File: src/rtl/uart_rx_led.sv
// rtl/uart_rx_led.sv - 8N1 UART receiver that shows the last received ASCII hex digit on four LEDs
//
// Purpose: samples an asynchronous serial line at mid-bit, assembles 8N1
// frames LSB first, reports good bytes and framing errors with one-cycle
// pulses, and decodes ASCII hex characters onto a 4-bit LED value.
//
// Ports:
//   clk        in   1  system clock, rising edge
//   reset      in   1  synchronous active-low reset
//   rx         in   1  asynchronous serial line, idle high
//   rx_data    out  8  last correctly framed byte
//   rx_valid   out  1  one-cycle pulse when rx_data is updated
//   frame_err  out  1  one-cycle pulse when the stop bit samples low
//   led        out  4  value of the last received ASCII hex character
//   led_state  out  4  copy of led
module uart_rx_led #(
  parameter int CLK_FREQ = 50_000_000,
  parameter int BAUD     = 115200
) (
  input  logic       clk,
  input  logic       reset,
  input  logic       rx,
  output logic [7:0] rx_data,
  output logic       rx_valid,
  output logic       frame_err,
  output logic [3:0] led,
  output logic [3:0] led_state
);

  localparam int CLKS_PER_BIT = CLK_FREQ / BAUD;
  localparam int CNT_W        = $clog2(CLKS_PER_BIT);
  localparam logic [CNT_W-1:0] CNT_HALF = CNT_W'(CLKS_PER_BIT / 2 - 1);
  localparam logic [CNT_W-1:0] CNT_FULL = CNT_W'(CLKS_PER_BIT - 1);

  typedef enum logic [2:0] {
    IDLE      = 3'd0,
    START     = 3'd1,
    DATA      = 3'd2,
    STOP      = 3'd3,
    WAIT_HIGH = 3'd4
  } state_t;

  state_t           r_state;
  logic             r_rx_meta;
  logic             r_rx_s;
  logic [CNT_W-1:0] r_cnt;
  logic [2:0]       r_bit_idx;
  logic [7:0]       r_shift;
  logic [7:0]       r_rx_data;
  logic             r_rx_valid;
  logic             r_frame_err;
  logic [3:0]       r_led;

  logic             w_hex_ok;
  logic [3:0]       w_hex_val;

  // The shift register is complete once in STOP, so decode it directly.
  // Letters have low nibble 1..6, which maps to 10..15 by adding 9.
  always_comb begin
    w_hex_ok  = 1'b0;
    w_hex_val = 4'h0;
    if (r_shift >= 8'h30 && r_shift <= 8'h39) begin
      w_hex_ok  = 1'b1;
      w_hex_val = r_shift[3:0];
    end else if ((r_shift >= 8'h41 && r_shift <= 8'h46) ||
                 (r_shift >= 8'h61 && r_shift <= 8'h66)) begin
      w_hex_ok  = 1'b1;
      w_hex_val = r_shift[3:0] + 4'd9;
    end
  end

  always_ff @(posedge clk) begin
    if (!reset) begin
      r_state     <= IDLE;
      r_rx_meta   <= 1'b1;
      r_rx_s      <= 1'b1;
      r_cnt       <= '0;
      r_bit_idx   <= 3'd0;
      r_shift     <= 8'h00;
      r_rx_data   <= 8'h00;
      r_rx_valid  <= 1'b0;
      r_frame_err <= 1'b0;
      r_led       <= 4'h0;
    end else begin
      r_rx_meta   <= rx;
      r_rx_s      <= r_rx_meta;
      r_rx_valid  <= 1'b0;
      r_frame_err <= 1'b0;

      case (r_state)
        IDLE: begin
          r_cnt     <= '0;
          r_bit_idx <= 3'd0;
          if (!r_rx_s) begin
            r_state <= START;
          end
        end

        // Re-check the line at mid start bit; a high line here was a glitch.
        START: begin
          if (r_cnt == CNT_HALF) begin
            r_cnt   <= '0;
            r_state <= r_rx_s ? IDLE : DATA;
          end else begin
            r_cnt <= r_cnt + 1'b1;
          end
        end

        DATA: begin
          if (r_cnt == CNT_FULL) begin
            r_cnt              <= '0;
            r_shift[r_bit_idx] <= r_rx_s;
            r_bit_idx          <= r_bit_idx + 3'd1;
            if (r_bit_idx == 3'd7) begin
              r_state <= STOP;
            end
          end else begin
            r_cnt <= r_cnt + 1'b1;
          end
        end

        // Leaving STOP right at the sample point lets a back-to-back start
        // bit be caught even though the stop bit has not finished.
        STOP: begin
          if (r_cnt == CNT_FULL) begin
            r_cnt <= '0;
            if (r_rx_s) begin
              r_rx_data  <= r_shift;
              r_rx_valid <= 1'b1;
              if (w_hex_ok) begin
                r_led <= w_hex_val;
              end
              r_state <= IDLE;
            end else begin
              r_frame_err <= 1'b1;
              r_state     <= WAIT_HIGH;
            end
          end else begin
            r_cnt <= r_cnt + 1'b1;
          end
        end

        // A break (line held low) must not look like a stream of 0x00 frames.
        WAIT_HIGH: begin
          r_cnt <= '0;
          if (r_rx_s) begin
            r_state <= IDLE;
          end
        end

        default: begin
          r_cnt   <= '0;
          r_state <= IDLE;
        end
      endcase
    end
  end

  assign rx_data   = r_rx_data;
  assign rx_valid  = r_rx_valid;
  assign frame_err = r_frame_err;
  assign led       = r_led;
  assign led_state = r_led;

endmodule
File: config.mk
export PLATFORM = sky130hd
export DESIGN_NAME = uart_rx_led
export DESIGN_NICKNAME = d
export VERILOG_FILES = /design/src/rtl/uart_rx_led.sv
export SDC_FILE = /design/constraint.sdc
export NUM_CORES = 1
export LEC_CHECK = 0
export CAP_MARGIN = 30
export CORE_ASPECT_RATIO = 1.2
export CORE_MARGIN = 4
export CORE_UTILIZATION = 60
export CTS_CLUSTER_SIZE = 14
export DETAILED_ROUTE_END_ITERATION = 10
export PLACE_DENSITY = 0.94
export RECOVER_POWER = 100
export SLEW_MARGIN = 20
export SYNTH_ARGS = -nofsm -noshare
export SYNTH_HDL_FRONTEND = slang
export SYNTH_SLANG_ARGS = --single-unit
File: constraint.sdc
create_clock -name clk -period 2.7 [get_ports clk]
set_input_delay 0.54 -clock clk [delete_from_list [all_inputs] [get_ports clk]]
set_output_delay 0.54 -clock clk [all_outputs]
set_load 0.03 [all_outputs]
# Word level (Yosys, flattened, before mapping)
# Index checks and enable logic that the tools add are counted.
[word_totals]
reg_bits = 39
input_bits = 3
out_inout_bits = 18
[classes]
add_sub_neg = 3
order_cmp = 8
n_eq_ne = 13
mux = 23
reduce_logical = 14
[ops]
columns = ["op", "count"]
rows = [
  ["$mux 3", 8],
  ["$mux 9", 2],
  ["$pmux 9 s2", 1],
  ["$ge 8x7->1 const B", 2],
  ["$le 8x7->1 const B", 2],
  ["$pmux 3 s5", 1],
  ["$ne 2x2->1 const B", 6],
  ["$add 9x1->9 const B", 1],
  ["$eq 9x8->1 const B", 1],
  ["$eq 9x9->1 const B", 1],
  ["$bwmux 8", 1],
  ["$ge 8x6->1 const B", 1],
  ["$le 8x6->1 const B", 1],
  ["$mux 4", 2],
  ["$eq 3x2->1 const B", 2],
  ["$eq 3x3->1 const B", 2],
  ["$pmux 3 s2", 1],
  ["$reduce_and 3->1", 2],
  ["$reduce_and 6->1", 1],
  ["$mux 1", 5],
  ["$add 4x4->4 const B", 1],
  ["$logic_and 1x1->1", 4],
  ["$lt 3x4->1 const B", 1],
  ["$reduce_and 2->1", 2],
  ["10 further kinds", 10],
]

# Depth between registers and ports, before layout
[logic_depth]
word_depth = 6
mapped_depth = 8
ltp_nobuf = 7

# Least setup slack after synthesis
# Ideal clock, no wire load.
[synth_timing]
path_kind = "reg2reg"
startpoint = "register r_cnt[0]"
endpoint = "register r_shift[2]"
setup_time_ns = 0.072
arrival_time_ns = 1.682
slack_ns = 0.945
stages_incl_launch_ff = 8
n_path_buf = 1
synth_period_minus_slack_ns = 1.755
path_cell_list = "dfxtp_1 > ha_1 > nand2_1 > or3_1 > buf_6 > nor3b_4 > nor3b_2 > mux2i_1"
[synth_between]
elab_chain_len = 2
[synth_lines]
columns = ["element", "line", "rtl"]
rows = [
  ["start: declaration", "46", "logic [CNT_W-1:0] r_cnt;"],
  ["start signal: assignment", "105", "r_cnt <= r_cnt + 1'b1;"],
  ["start signal: assignment", "118", "r_cnt <= r_cnt + 1'b1;"],
  ["start signal: assignment", "139", "r_cnt <= r_cnt + 1'b1;"],
  ["$eq 9x9->1", "110", "if (r_cnt == CNT_FULL) begin"],
  ["$reduce_and 2->1 (no source line)", "n/a", ""],
  ["end signal: indexed assignment", "112", "r_shift[r_bit_idx] <= r_rx_s;"],
  ["end: declaration", "48", "logic [7:0] r_shift;"],
]
# No other way between the ends.
# A chain may end at the register's enable or synchronous reset.

==> reports/metrics.csv <==
stage,metric,value,unit
sta,min_period,2.15,ns
die,ios,21,
cts,root_buffer,clkbuf_4,
sta,slew_headroom,43.3,%
synthesis,synth_compound_area_share,12.3,%
grt,grt_pass1_vias,1400,
cts,cts_resized,0,
worst_setup_path,critPathKind,in2reg,
route,vias_per_cell,5.85,
route,wl_met3,152,um
route,dr_wl_met2,1.84,mm
worst_setup_path,worstPathMaxFanout,20,
synthesis,syn_area,1940,um2
sta,finalWorstSetupSlack,0.548,ns
worst_hold_path,hold_class,reg2reg,
synthesis,async_flop_share,0,%
grt,gr-usage-all-layers,19.2,%
worst_setup_path,cp-end-kind,register,
power,vdd_ir_drop_max,0.000407,V
sta,setup_viol,0,
power,power_density,441,nW/um2
sta,fin_setup_tns,0,ns
synthesis,yosysSeqAreaShare,40.3,%
grt,grt_pass1_wl,6.22,mm
route,vias,1539,
final_layout,antenna_cells,0,
sta,drv_slew,0,
grt,grt_max_degree,21,
power,p_int,0.740,mW
sta,whs,0.423,ns
placement,hpwl,2.61,mm
synthesis,synth_edf_count,0,
route,wl_per_cell,13.5,um
synthesis,synthFlopType,dfxtp_1,
route,wl,3.55,mm
synthesis,ys_warn_count,0,
die,die_area,4200,um2
final_layout,layout_common_cells,"dfxtp_1 (39), nor2_1 (28), dlygate4sd3_1 (19), nand2_1 (17), mux2i_1 (16)",
synthesis,synth_nets,224,
synthesis,synth_xor_area_share,3.62,%
sta,grt_setup_unrepaired,no,
final_layout,area_delta_synth_final,11.6,%
power,p_sw_share,22.3,%
grt,overflow,0,
grt,antenna_found_initial,0,
synthesis,ys_ff_latch,39,
die,die_h,70.2,um
sta,clock-skew-final,0.0135,ns
route,drtIter0Drc,84,
die,start_util,62.8,%
cts,ctsHoldBuffers,0,
placement,place_ws,0.763,ns
synthesis,synth-adder-area-share,5.17,%
final_layout,num-nets-final,237,
placement,io_buffers,20,
die,rows,22,
synthesis,muxShareOfSynthArea,8.27,%
synthesis,yosysUniqueCellTypes,52,
final_layout,fin_util,70.1,%
synthesis,avgSynthCellArea,9.09,um2
final_layout,drive_above_1_share,6.17,%
sta,worst_pin_slew,0.850,ns
job,maxCapViolCount,0,
route,drc,0,
route,ant_nets,0,
cts,cts_tree,yes,
route,wl_met1,1.49,mm
sta,min_period_over_period,79.7,%
synthesis,synth-simple-area-share,24.2,%
final_layout,layout_commonest_cell,dfxtp_1,
route,top_layer,met4,
cts,clock_path_buffers,2,
power,p_sw,0.212,mW
cts,cts_max_level,2,
cts,cts_buffers,5,
placement,gp_congestion,0.833,
power,comb_power_share,3.3,%
final_layout,fill_cells,252,
cts,post_cts_buffers,0,
power,p_seq_share,61.0,%
synthesis,syn_inst,213,
power,clkPwrFrac,35.6,%
run_status,status,"finished, final reports clean",
sta,fmax,0.465,GHz
cts,insertion_delay,0.35,ns
die,coreArea,3080,um2
synthesis,synth_top_family_by_area,simple AND/OR/NAND/NOR gates,
die,die_w,59.9,um
cts,clk_pin_slew,0.11,ns
cts,cts.sinks,39,
power,p_leak,0.813,nW
sta,hold_viol,0,
worst_setup_path,start_kind,primary input,
worst_setup_path,worstPathArrival,2.41,ns
route,dr.pass1.iters,4,
worst_setup_path,required,2.96,ns
sequential cells by signal (all words and copies together) (netlist names):
signal	cells
r_rx_s	1
r_rx_meta	1
r_shift	8
r_bit_idx	3
led	4
rx_valid	1
rx_data	8
r_state	3
frame_err	1
r_cnt	9
final cells by class:
cell class,count,area [um2],share of cell area (%)
Clock inverter,1,7.51,0.347
Tap cell,36,45.0,2.08
Multi-Input combinational cell,151,1030,47.6
Timing Repair Buffer,22,208,9.61
Inverter,7,26.3,1.22
Sequential cell,39,781,36.1
Clock buffer,7,65.1,3.01
routing by layer:
layer	vias up	global-route usage, %
li1	776	-
met1	721	22.2
met2	36	31.3
met3	6	5.73
met4	0	9.36
met5	-	0
critical path, cell delays in order:
cell and delay [ns]:
dlygate4sd3_1 0.54, clkbuf_1 0.64, nand2_1 0.37, o41ai_1 0.31
per-stage QoR:
| step | instance area, um2 | cells | power [mW] |
|---|---|---|---|
| final | 2160 | 263 | 0.953 |
| after global routing | 2160 | 263 | 0.998 |
| after CTS | 2180 | 263 | 0.967 |
| after detailed placement | 2110 | 255 | 0.629 |
| after global placement | 2110 | 255 | 0.628 |
| after floorplan | 1940 | 213 | 0.620 |
final timing paths:
path / from / endpoint / slack (ns) / cells after the start
worst max-delay path: reset / r_shift[6]$_SDFFE_PN0P_ / 0.55 / 4
worst min-delay path: r_rx_meta$_SDFF_PN1_ / r_rx_s$_SDFF_PN1_ / 0.42 / 1
worst max register to register: r_cnt[0]$_SDFF_PN0_ / rx_data[6]$_SDFFE_PN0P_ / 0.56 / 6
worst min register to register: r_rx_meta$_SDFF_PN1_ / r_rx_s$_SDFF_PN1_ / 0.42 / 1
cells in the mapped netlist, types with 2 or more instances:
cell | instances | share of area, %
a21oi_1 | 5 | 1.3
and2_1 | 2 | 0.65
and3_1 | 2 | 0.65
buf_2 | 2 | 0.52
buf_4 | 4 | 1.6
buf_6 | 2 | 1.2
clkbuf_1 | 7 | 1.4
dfxtp_1 | 39 | 40
ha_1 | 8 | 5.2
inv_1 | 7 | 1.4
mux2i_1 | 16 | 8.3
nand2_1 | 17 | 3.3
nand2b_1 | 2 | 0.65
nand3_1 | 10 | 2.6
nand3b_1 | 2 | 0.77
nand4_1 | 3 | 0.97
nand4b_1 | 3 | 1.4
nor2_1 | 27 | 5.2
nor2b_1 | 3 | 0.97
nor3_1 | 3 | 0.77
nor3b_1 | 2 | 0.77
nor4_1 | 2 | 0.65
o211ai_1 | 2 | 0.77
o21ai_0 | 4 | 1.0
o31ai_1 | 5 | 1.9
or2_2 | 2 | 0.65
xnor2_1 | 5 | 2.3
xor2_1 | 3 | 1.4
power by group through the flow:
stage | clock, mW | combinational, mW | sequential (mW)
after global placement | 0 | 0.0337 | 0.595
after floorplan | 0 | 0.0283 | 0.592
after detailed placement | 0 | 0.0343 | 0.595
after global routing | 0.380 | 0.0354 | 0.582
after CTS | 0.351 | 0.0341 | 0.582
final | 0.339 | 0.0319 | 0.581
cell families (layout without fill, tap and decap cells):
kind of cell               count (synthesis)  after routing
AOI/OAI and AO/OA                         31             31
adders and majority gates                  8              8
and+or+nand+nor                           88             88
muxes                                     16             16
buffers and inverters                     23             37
xor gates and xnor gates                   8              8
DFF                                       39             39
No activity file was read; power rests on OpenSTA's default activity.
